[config.mk]
export PLATFORM = sky130hd
export DESIGN_NAME = pipeline_ctrl
export DESIGN_NICKNAME = d
export VERILOG_FILES = /design/src/rtl/scu_pkg.sv /design/src/rtl/pipeline_ctrl_hazard_detect.sv /design/src/rtl/pipeline_ctrl.sv
export SDC_FILE = /design/constraint.sdc
export NUM_CORES = 1
export LEC_CHECK = 0
export CORE_UTILIZATION = 31
export CTS_CLUSTER_DIAMETER = 40
export DETAILED_ROUTE_END_ITERATION = 16
export PLACE_DENSITY = 0.61
export SYNTH_ARGS = -nofsm -noshare
export SYNTH_HDL_FRONTEND = slang
export SYNTH_SLANG_ARGS = --single-unit
[constraint.sdc]
create_clock -name clock -period 1.9 [get_ports clock]
set_clock_uncertainty 0.1 [all_clocks]
set_input_delay 0.38 -clock clock [delete_from_list [all_inputs] [get_ports clock]]
set_output_delay 0.38 -clock clock [all_outputs]
set_load 0.005 [all_outputs]
[src/rtl/scu_pkg.sv]
// Shared opcode map, controller state type and register-usage decoders
// for the SCU pipeline control logic.
package scu_pkg;

  localparam logic [3:0] OP_NOP  = 4'b0000;
  localparam logic [3:0] OP_ST   = 4'b0011;
  localparam logic [3:0] OP_ADD  = 4'b0100;
  localparam logic [3:0] OP_INC  = 4'b0101;
  localparam logic [3:0] OP_NEG  = 4'b0110;
  localparam logic [3:0] OP_SUB  = 4'b0111;
  localparam logic [3:0] OP_J    = 4'b1000;
  localparam logic [3:0] OP_BRZ  = 4'b1001;
  localparam logic [3:0] OP_JM   = 4'b1010;
  localparam logic [3:0] OP_BRN  = 4'b1011;
  localparam logic [3:0] OP_LD   = 4'b1110;
  localparam logic [3:0] OP_SVPC = 4'b1111;

  localparam logic [3:0] NOP = OP_NOP;

  typedef enum logic [1:0] {
    ST_RUN      = 2'd0,
    ST_LU_STALL = 2'd1,
    ST_FLUSH    = 2'd2
  } state_t;

  function automatic logic uses_rs(input logic [3:0] op);
    case (op)
      OP_LD, OP_ST, OP_ADD, OP_INC, OP_NEG, OP_SUB,
      OP_J, OP_JM, OP_BRZ, OP_BRN: uses_rs = 1'b1;
      default:                     uses_rs = 1'b0;
    endcase
  endfunction

  function automatic logic uses_rt(input logic [3:0] op);
    case (op)
      OP_ST, OP_ADD, OP_SUB: uses_rt = 1'b1;
      default:               uses_rt = 1'b0;
    endcase
  endfunction

endpackage

[src/rtl/pipeline_ctrl_hazard_detect.sv]
// Load-use hazard detector: flags an ID instruction that reads the register
// a load currently in EX is about to write.
module hazard_detect
  import scu_pkg::*;
(
  input  logic [3:0] i_id_opcode,
  input  logic [5:0] i_id_rs,
  input  logic [5:0] i_id_rt,
  input  logic [3:0] i_ex_opcode,
  input  logic [5:0] i_ex_rd,
  output logic       o_lu
);

  logic w_rs_hit;
  logic w_rt_hit;

  // A field only matters when the ID opcode actually reads it.
  assign w_rs_hit = uses_rs(i_id_opcode) && (i_ex_rd == i_id_rs);
  assign w_rt_hit = uses_rt(i_id_opcode) && (i_ex_rd == i_id_rt);
  assign o_lu     = (i_ex_opcode == OP_LD) && (w_rs_hit || w_rt_hit);

endmodule

[src/rtl/pipeline_ctrl.sv]
// Hazard/sequencing controller for the 5-stage SCU pipeline: stalls on
// load-use, squashes after taken branches, freezes on data-memory busy.
module pipeline_ctrl
  import scu_pkg::*;
#(
  parameter int FLUSH_CYCLES = 2,
  parameter int CNT_W        = 16
) (
  input  logic             clock,
  input  logic             reset_n,
  input  logic [3:0]       id_opcode,
  input  logic [5:0]       id_rs,
  input  logic [5:0]       id_rt,
  input  logic [3:0]       ex_opcode,
  input  logic [5:0]       ex_rd,
  input  logic             br_taken,
  input  logic             dmem_busy,
  output logic             pc_we,
  output logic             if_id_we,
  output logic             if_id_flush,
  output logic             id_ex_bubble,
  output logic [1:0]       state,
  output logic [CNT_W-1:0] stall_cnt
);

  // The branch cycle itself is the first squash, so FLUSH covers the rest.
  localparam int         FLUSH_LOAD_I = (FLUSH_CYCLES > 1) ? FLUSH_CYCLES - 2 : 0;
  localparam logic [2:0] FLUSH_LOAD   = 3'(FLUSH_LOAD_I);
  localparam bit         USE_FLUSH    = (FLUSH_CYCLES > 1);

  state_t           r_state;
  state_t           w_next_state;
  logic [2:0]       r_cnt;
  logic [2:0]       w_next_cnt;
  logic [CNT_W-1:0] r_stall_cnt;
  logic             w_lu;

  hazard_detect u_hazard (
    .i_id_opcode (id_opcode),
    .i_id_rs     (id_rs),
    .i_id_rt     (id_rt),
    .i_ex_opcode (ex_opcode),
    .i_ex_rd     (ex_rd),
    .o_lu        (w_lu)
  );

  always_comb begin
    w_next_state = r_state;
    w_next_cnt   = r_cnt;
    pc_we        = 1'b0;
    if_id_we     = 1'b0;
    if_id_flush  = 1'b0;
    id_ex_bubble = 1'b0;
    if (!reset_n) begin
      if_id_flush  = 1'b1;
      id_ex_bubble = 1'b1;
    end else if (!dmem_busy) begin
      case (r_state)
        ST_FLUSH: begin
          pc_we        = 1'b1;
          if_id_we     = 1'b1;
          if_id_flush  = 1'b1;
          id_ex_bubble = 1'b1;
          if (r_cnt == 3'd0) begin
            w_next_state = ST_RUN;
          end else begin
            w_next_cnt = r_cnt - 3'd1;
          end
        end
        // RUN, LU_STALL and the unused encoding share one decision tree;
        // LU_STALL differs only in suppressing the hazard check.
        default: begin
          if (br_taken) begin
            pc_we        = 1'b1;
            if_id_we     = 1'b1;
            if_id_flush  = 1'b1;
            id_ex_bubble = 1'b1;
            if (USE_FLUSH) begin
              w_next_state = ST_FLUSH;
              w_next_cnt   = FLUSH_LOAD;
            end else begin
              w_next_state = ST_RUN;
            end
          end else if (w_lu && (r_state != ST_LU_STALL)) begin
            id_ex_bubble = 1'b1;
            w_next_state = ST_LU_STALL;
          end else begin
            pc_we        = 1'b1;
            if_id_we     = 1'b1;
            w_next_state = ST_RUN;
          end
        end
      endcase
    end
  end

  always_ff @(posedge clock or negedge reset_n) begin
    if (!reset_n) begin
      r_state <= ST_RUN;
      r_cnt   <= 3'd0;
    end else begin
      r_state <= w_next_state;
      r_cnt   <= w_next_cnt;
    end
  end

  always_ff @(posedge clock or negedge reset_n) begin
    if (!reset_n) begin
      r_stall_cnt <= '0;
    end else if (!pc_we && (r_stall_cnt != {CNT_W{1'b1}})) begin
      r_stall_cnt <= r_stall_cnt + CNT_W'(1);
    end
  end

  assign state     = r_state;
  assign stall_cnt = r_stall_cnt;

endmodule

Yosys cells after proc, flatten, opt, wreduce, memory -nomap -nowiden
Memory sizes are Yosys's and may differ from the RTL's.
Index checks and enable logic that the tools add are counted.
{ "word_totals": {"register_bits": 21, "in_bits": 30, "mem_bits_ro": 16, "wordCells": 52, "output_inout_bits": 22, "memories": 1} }
{ "classes": {"n_addsub": 2, "eq_ne": 11, "reduce_logical": 12, "muxes": 22, "bitwise": 1} }
{ "memory_table": {"columns": ["memory", "depth", "width", "rd", "rd_ports_with_merged_regs", "write_ports", "line", "source"], "rows": [
  ["(no name shown)", 16, 1, 1, 0, 0, "scu_pkg.sv:27", "case (op)"]
]} }
{ "ops": {"columns": ["cell", "count"], "rows": [
  ["16-bit by 1-bit adder with 16-bit output, second input constant", 1],
  ["1-bit two-way mux", 16],
  ["16-bit != test, second input constant", 1],
  ["6-bit == test", 2],
  ["3-bit two-way mux", 3],
  ["4-bit by 3-bit == test with 1-bit output, second input constant", 2],
  ["2-bit two-way mux", 3],
  ["1-bit logical AND", 5],
  ["4-bit by 2-bit == test with 1-bit output, second input constant", 1],
  ["4-bit == test, second input constant", 1],
  ["2-bit != test, second input constant", 2],
  ["4-bit AND reduction", 1],
  ["3-bit zero test", 1],
  ["3-bit AND reduction", 1],
  ["3-bit OR reduction", 1],
  ["3-bit by 1-bit subtractor with 3-bit output, second input constant", 1],
  ["2-bit == test, second input constant", 1],
  ["2-bit by 1-bit != test with 1-bit output, second input constant", 1],
  ["2-bit nonzero test", 1],
  ["1-bit zero test", 1],
  ["1-bit logical OR", 1],
  ["1-bit inverter", 1]
]} }

Depth between registers and ports, before layout
Gate-level depths: netlist of run 1.
{ "depth": {"ltp_word": 14, "depth_mapped": 8, "ltp_nobuf": 7} }

By module
From an unflattened synthesis of run 1, not the netlist that was laid out.
{ "hier_totals": {"cells_unflattened": 138, "hier_area_um2": 1327.5} }
{ "by_module_without_submodules": {"columns": ["module", "instances", "area_each_um2", "cells_each", "seq_area_each_um2"], "rows": [
  ["pipeline_ctrl", 1, 1139.8, 113, 525.5],
  ["hazard_detect", 1, 187.7, 25, 0.0]
]} }

Worst setup path before layout of run 1
OpenSTA, ideal clock, no wires.
{ "synth_timing": {"path_type": "register to output", "from": "register r_state[0] (netlist: state[0])", "to": "output port pc_we", "required_ns": 1.420, "stages_incl_launch_ff": 8, "arrival_time_ns": 1.521, "slack_ns": -0.101, "n_path_buf": 3, "path_cell_list": "dfrtp_1 -> clkbuf_2 -> xnor2_1 -> nand3b_1 -> nor4_1 -> nor3_2 -> buf_6 -> buf_4"} }
{ "synth_between": {"elab_chain_cells": 7, "word_cells_on_any_way": 8, "cone_classes": "2 x eq/ne; 5 x mux; 1 x reduce/logical"} }
{ "synth_rtl": {"columns": ["item", "line", "source"], "rows": [
  ["from (decl)", "pipeline_ctrl.sv:31", "state_t r_state;"],
  ["from (signal assigned)", "pipeline_ctrl.sv:102", "r_state <= w_next_state;"],
  ["2-bit by 1-bit != test with 1-bit output", "pipeline_ctrl.sv:84", "end else if (w_lu && (r_state != ST_LU_STALL)) begin"],
  ["1-bit logical AND", "pipeline_ctrl.sv:84", null],
  ["1-bit two-way mux (2 in a row)", null, null],
  ["1-bit two-way mux * (3 in a row)", null, null],
  ["to (decl)", "pipeline_ctrl.sv:18", "output logic pc_we,"]
]} }
Every way passes the cells marked *; elsewhere a longest branch is shown, timed or not.

Final worst setup path of run 1
{ "layout_timing": {"from": "register r_state[1] (netlist: state[1])", "to": "output port pc_we"} }
{ "layout_between": {"elab_chain_cells": 7, "word_cells_on_any_way": 8, "cone_classes": "2 x eq/ne; 5 x mux; 1 x reduce/logical"} }
{ "layout_rtl": {"columns": ["item", "line", "source"], "rows": [
  ["2-bit by 1-bit != test with 1-bit output", "pipeline_ctrl.sv:84", null],
  ["1-bit logical AND", "pipeline_ctrl.sv:84", null],
  ["1-bit two-way mux", "pipeline_ctrl.sv:84", null],
  ["1-bit two-way mux", "pipeline_ctrl.sv:73", "if (br_taken) begin"],
  ["1-bit two-way mux *", "pipeline_ctrl.sv:58", "case (r_state)"],
  ["1-bit two-way mux *", "pipeline_ctrl.sv:57", "end else if (!dmem_busy) begin"],
  ["1-bit two-way mux *", "pipeline_ctrl.sv:54", "if (!reset_n) begin"]
]} }
Marks and branches as above.

==> impl_metrics.py, run 1 <==
metrics = {
    "critical_path": {
        "cp_slowest_stage_delay_ns": 0.40,
        "cpMaxStageDelayCell": "dfrtp_1",
        "path_cells": "xnor2_1, nand3b_1, buf_4, nor4_4, nor3_4, buf_2",
        "start_kind": "register",
        "cp_top_family": "simple AND/OR/NAND/NOR gates",
        "crit_fanout": 4,
        "cp-end-kind": "primary output",
        "arrival_ns": 1.62,
        "critPathBufInv": 2,
        "crit_type": "reg2out",
        "worst_ep_required_time_ns": 1.42,
    },
    "synth": {
        "syn_area_um2": 1440,
        "synthCells": 145,
        "async_flop_share_pct": 100,
        "yosysSeqAreaShare_pct": 36.5,
        "synth-edff-count": 0,
        "synth_most_common_cell": "dfrtp_1",
        "synth_cell_types": 40,
        "synth_common_cells": "21 x dfrtp_1, 15 x xnor2_1, 13 x nand2_1",
        "synthFlopType": "dfrtp_1",
        "syn-mean-instance-area_um2": 9.93,
        "synth_top_area_share_pct": 36.5,
        "synthesis.nets": 178,
        "yosysTopAreaCell": "dfrtp_1",
        "ys_top_cells_by_area": "dfrtp_1 36%, xnor2_1 9.1%, xor2_1 6.1%, mux2_2 3.9%, nand2_1 3.4%",
        "ys_warn_count": 0,
        "ys_seq_elements": 21,
    },
    "sta": {
        "fin_tns_setup_ns": -2.32,
        "layout_setup_ws_ns": -0.199,
        "setup_viol": 18,
        "timing_hold_violations_final": 0,
        "max_freq_mhz": 476,
        "final_max_slew_viol_count": 0,
        "hold_slack_ns": 0.353,
        "tightest_slew_ns": 0.415,
        "post-route-period-util_pct": 110,
        "finalWorstPathRequiredPeriod_ns": 2.10,
        "rsz0062_at_grt": "yes",
        "slew_headroom_pct": 72.3,
    },
    "finish": {
        "layoutNonFillerInstCount": 280,
        "final_nets": 262,
        "areaGrowthSynthToFinish_pct": 70.5,
        "n_antenna_cell": 0,
        "layout-drive-gt1-share_pct": 36.0,
    },
    "run": {
        "cap_violations": 0,
    },
    "route": {
        "wl_met1_um": 1720,
        "drtAntennaViolNets": 0,
        "wl_met2_um": 2290,
        "drt-initial-drc-count": 42,
        "dr.pass1.iters": 4,
        "maxUsedRoutingLayer": "met4",
        "routed-via-count": 1380,
        "drc": 0,
        "via_per_inst": 4.93,
        "wl_um": 4170,
        "wl_met3_um": 85,
        "post_drt_wl_per_cell_um": 14.9,
    },
    "floorplanning": {
        "start_util_pct": 32.6,
        "die_area_um2": 4920,
        "fp.coreArea_um2": 4410,
        "rows": 24,
        "fp.dieH_um": 70.2,
        "ios": 52,
        "dieWidth_um": 70.2,
    },
    "hold_path": {
        "hp-class": "in2async",
    },
    "clock_tree": {
        "worstSkewPairLatency_ns": 0.26,
        "clockBufferDepth": 2,
        "cts.sinks": 21,
        "cts_tree": "done",
        "cts_root_buf": "clkbuf_8",
        "clkTransAtPathRegs_ns": 0.07,
        "cts_made_buffers": 3,
        "htreeDepth": 1,
    },
    "place": {
        "hpwlAfterDp_um": 3110,
        "io_buffer_count": 51,
        "dp_slack_ns": -0.887,
        "place_inst": 271,
        "routabilityCongestion": 0.783,
    },
    "pwr": {
        "leakagePower_nw": 1.05,
        "ir_drop_v": 0.000577,
        "p_per_area_nw_per_um2": 851,
    },
    "global_route": {
        "antenna_found_initial": 0,
        "grt_start_max_net_pins": 20,
        "grt_util_all_layers_pct": 17.7,
        "grt_pass1_vias": 1444,
        "grt_first_pass_wirelength_um": 6820,
        "grt-ovfl-total": 0,
    },
    "outcome": {
        "outcome": "finished with violations",
        "violations": "setup timing",
    },
}
## layer usage
metal | vias to the layer above | track usage, %
li1 | 687 | -
met1 | 666 | 19.8
met2 | 18 | 33.1
met3 | 9 | 3.75
met4 | 0 | 5.33
met5 | - | 0
## worst register-to-register path: cells and delay by family, from the launching register on
| kind | cells | cell delay (ns) |
|---|---|---|
| buffers and inverters | 2 | 0.36 |
| multiplexers | 1 | 0.32 |
| XOR/XNOR | 1 | 0.17 |
| flip-flops | 1 | 0.39 |
| AND/OR/NAND/NOR | 4 | 0.64 |
## power by group
part / internal [mW] / switching, mW / total (mW) / leakage, nW
clock network: 0.149 / 0.140 / 0.289 / 0.0228
logic: 0.631 / 0.507 / 1.14 / 0.772
registers: 0.572 / 0.0891 / 0.661 / 0.252
total: 1.35 / 0.736 / 2.09 / 1.05
## cell type report
class	count	area [um^2]
Tap cell	52	65.1
Inverter	6	22.5
Timing Repair Buffer	82	727
Multi-Input combinational cell	115	1070
Clock buffer	4	45.0
Sequential cell	21	526
Fill cell	382	1960
## final timing paths
kind	startpoint	end	slack [ns]	depth (start not counted)
max	state[1]$_DFFE_PN0P_	pc_we	-0.20	6
min	reset_n	state[0]$_DFFE_PN0P_	0.35	2
max reg2reg	state[0]$_DFFE_PN0P_	stall_cnt[11]$_DFFE_PN0P_	-0.20	8
min reg2reg	stall_cnt[8]$_DFFE_PN0P_	stall_cnt[8]$_DFFE_PN0P_	0.41	1
max in group asynchronous	reset_n	stall_cnt[8]$_DFFE_PN0P_	1.06	2
min in group clock	stall_cnt[8]$_DFFE_PN0P_	stall_cnt[8]$_DFFE_PN0P_	0.41	1
## metrics by stage
step	power, mW	util (%)	cell area, um^2
final	2.09	55.6	2450
after detailed placement	1.68	49.5	2190
after CTS	2.05	54.1	2390
after global routing	2.22	55.6	2450
after floorplan	1.07	-	1450
after global placement	1.64	49.5	2190
## logic make-up (layout without fill, tap and decap cells)
| group | count (synthesis) | after routing | synth area share (%) |
|---|---|---|---|
| and+or+nand+nor | 60 | 60 | 27.5 |
| xor gates and xnor gates | 25 | 25 | 15.2 |
| AOI/OAI and AO/OA | 22 | 22 | 11.0 |
| DFF | 21 | 21 | 36.5 |
| buffers and inverters | 9 | 92 | 3.21 |
| muxes | 5 | 5 | 3.91 |
| adders and majority gates | 3 | 3 | 2.61 |
## cells in the final DEF, fill, tap and decap left out, types with 5 or more instances in the layout
cell              n
dlygate4sd2_1    12
nor3_4            5
inv_1             6
buf_6             6
a22o_1            5
buf_4            27
clkdlybuf4s15_1   7
dfrtp_1          21
clkdlybuf4s15_2   5
clkdlybuf4s50_1  20
nand2_1          12
xor2_1           10
o21ai_0           5
xnor2_1          11
## sequential cells by signal, indices dropped and copies added (netlist names)
register,flops
stall_cnt,16
r_cnt,3
state,2
## repair_timing
item | CTS | global route
buffers inserted | 3 | 1
cloned | 0 | 1
hold buffers | 0 | 0
pin swaps | 30 | 16
endpoints found under the setup margin | 20 | 20
resized for setup | 100 | 12
Note: power is estimated with default switching activity, not from simulation.
==> run 2, diff against run 1 <==
- SETUP_SLACK_MARGIN: unset -> 0.02
==> impl_metrics.py, run 2 (synthesis gave the netlist of run 1 again) <==
metrics = {
    "critical_path": {
        "start_kind": "input port",
        "cpMostUsedCell": "buf_6",
        "cp_slowest_stage_delay_ns": 0.31,
        "arrival_ns": 2.23,
        "r2r_cells": 9,
        "path_cells": "buf_6, xor2_1, a211o_1, buf_6, nor4_4, nor3_4, buf_6, buf_8, nor3b_4, mux2_4",
        "crit_fanout": 7,
        "crit_type": "in2reg",
        "timing.rr.start": "state[1]$_DFFE_PN0P_",
        "cp-end-kind": "register",
        "rrSetupSlack_ns": -0.27,
        "worst_ep_required_time_ns": 1.95,
        "cpMaxStageDelayCell": "a211o_1",
        "r2r_end": "stall_cnt[11]$_DFFE_PN0P_",
    },
    "sta": {
        "post-route-period-util_pct": 115,
        "max_freq_mhz": 459,
        "hold_slack_ns": 0.413,
        "rsz0062_at_grt": "yes",
        "fin_tns_setup_ns": -3.35,
        "timing_hold_violations_final": 0,
        "layout_setup_ws_ns": -0.277,
        "setup_viol": 19,
        "finalWorstPathRequiredPeriod_ns": 2.18,
        "tightest_slew_ns": 0.432,
        "slew_headroom_pct": 71.2,
        "final_max_slew_viol_count": 0,
    },
    "clock_tree": {
        "clockBufferDepth": 2,
        "holdBufCountCts": 0,
        "cts_root_buf": "clkbuf_8",
        "htreeDepth": 1,
        "worstSkewPairLatency_ns": 0.26,
        "clkTransAtPathRegs_ns": 0.08,
        "cts_made_buffers": 3,
        "cts_tree": "done",
        "cts.sinks": 21,
    },
    "route": {
        "drt-initial-drc-count": 27,
        "drtAntennaViolNets": 0,
        "via_per_inst": 4.96,
        "dr.pass1.iters": 4,
        "drc": 0,
        "routed-via-count": 1393,
        "post_drt_wl_per_cell_um": 14.8,
        "wl_um": 4160,
    },
    "finish": {
        "final_nets": 263,
        "n_antenna_cell": 0,
        "stdcell_area_um2": 2420,
        "multi_input_area_um2": 1030,
        "final_cell_mix": "26 x buf_4, 21 x dfrtp_1, 19 x clkdlybuf4s50_1",
        "layout-drive-gt1-share_pct": 34.5,
        "areaGrowthSynthToFinish_pct": 68.4,
        "layout_commonest_cell": "buf_4",
        "ff_latch_area_um2": 526,
        "n_fill_cell": 408,
        "largest_reg_flops": 16,
    },
    "run": {
        "cap_violations": 0,
    },
    "outcome": {
        "violations": "setup timing",
        "outcome": "finished with violations",
    },
    "pwr": {
        "ir_drop_v": 0.000597,
        "p_comb_share_pct": 53.1,
        "fin_total_pwr_mw": 2.05,
        "leakagePower_nw": 1.05,
        "p_per_area_nw_per_um2": 847,
        "pwr-share-seq_pct": 32.3,
        "p_int_mw": 1.33,
        "sw_frac_of_total_pct": 35.4,
        "clockPowerShare_pct": 14.6,
        "p_sw_mw": 0.728,
    },
    "hold_path": {
        "worstHoldStart": "stall_cnt[8]$_DFFE_PN0P_",
        "hold_depth": 1,
        "hp-class": "reg2reg",
        "holdPathEnd": "stall_cnt[8]$_DFFE_PN0P_",
    },
    "place": {
        "io_buffer_count": 51,
        "placed_area_um2": 2190,
        "routabilityCongestion": 0.798,
        "dp_slack_ns": -0.868,
        "hpwlAfterDp_um": 3080,
    },
    "floorplanning": {
        "fp.coreArea_um2": 4410,
        "dieWidth_um": 70.2,
        "rows": 24,
        "start_util_pct": 32.6,
        "ios": 52,
        "fp.dieH_um": 70.2,
        "die_area_um2": 4920,
    },
    "global_route": {
        "grt_pass1_vias": 1447,
        "grt_first_pass_wirelength_um": 6960,
        "grt_start_max_net_pins": 23,
        "grt_util_all_layers_pct": 17.8,
        "grt-ovfl-total": 0,
        "antenna_found_initial": 0,
    },
}
## run 2: how the worst max path moves through the flow
| stage | from | to |
|---|---|---|
| 3_5_place_dp | id_opcode[0] | pc_we |
| 3_3_place_gp | ex_rd[2] | id_ex_bubble |
| 2_1_floorplan | state[0]$_DFFE_PN0P_ | pc_we |
| 6_report | id_rt[2] | stall_cnt[11]$_DFFE_PN0P_ |
| 5_1_grt | state[1]$_DFFE_PN0P_ | stall_cnt[11]$_DFFE_PN0P_ |
| 4_1_cts | id_rt[2] | stall_cnt[11]$_DFFE_PN0P_ |
## run 2: layer usage
| metal | vias to the layer above | GRT usage (%) | wire, um |
|---|---|---|---|
| li1 | 684 | - | - |
| met1 | 667 | 20.8 | 1660 |
| met2 | 30 | 32.1 | 2260 |
| met3 | 12 | 4.33 | 144 |
| met4 | 0 | 5.11 | 93 |
| met5 | - | 0 | 0 |
## run 2: what timing repair did
action,CTS,global route
pin swaps,32,8
gates resized for setup,100,11
endpoints found under the setup margin,22,22
buffers inserted,6,0
## run 2: critical path, delay by kind of cell
kind	cells	cell delay, ns
XOR/XNOR	1	0.15
buffers and inverters	4	0.47
AO/OA/AOI/OAI	1	0.31
multiplexers	1	0.31
AND/OR/NAND/NOR	3	0.58
## run 2: per-stage QoR
| step | std cells | util, % |
|---|---|---|
| detailed placement | 271 | 49.5 |
| global placement | 271 | 49.5 |
| finish | 281 | 54.9 |
| CTS | 281 | 54.1 |
| global route | 281 | 54.9 |
| floorplan | 145 | - |
## run 2: area by class of cell
| class | instances | share of cell area (%) |
|---|---|---|
| sequential | 21 | 21.7 |
| clock buffer | 3 | 1.70 |
| inverter | 6 | 0.929 |
| timing repair buffer | 83 | 30.3 |
| multi-input combinational | 115 | 42.5 |
| tap | 52 | 2.68 |
| clock inverter | 1 | 0.206 |
## run 2: power by group through the flow
stage | sequential (mW) | combinational, mW | clock, mW
final | 0.663 | 1.09 | 0.300
after global routing | 0.681 | 1.18 | 0.342
after CTS | 0.663 | 1.06 | 0.309
after detailed placement | 0.673 | 0.994 | 0
after global placement | 0.665 | 0.965 | 0
after floorplan | 0.716 | 0.351 | 0
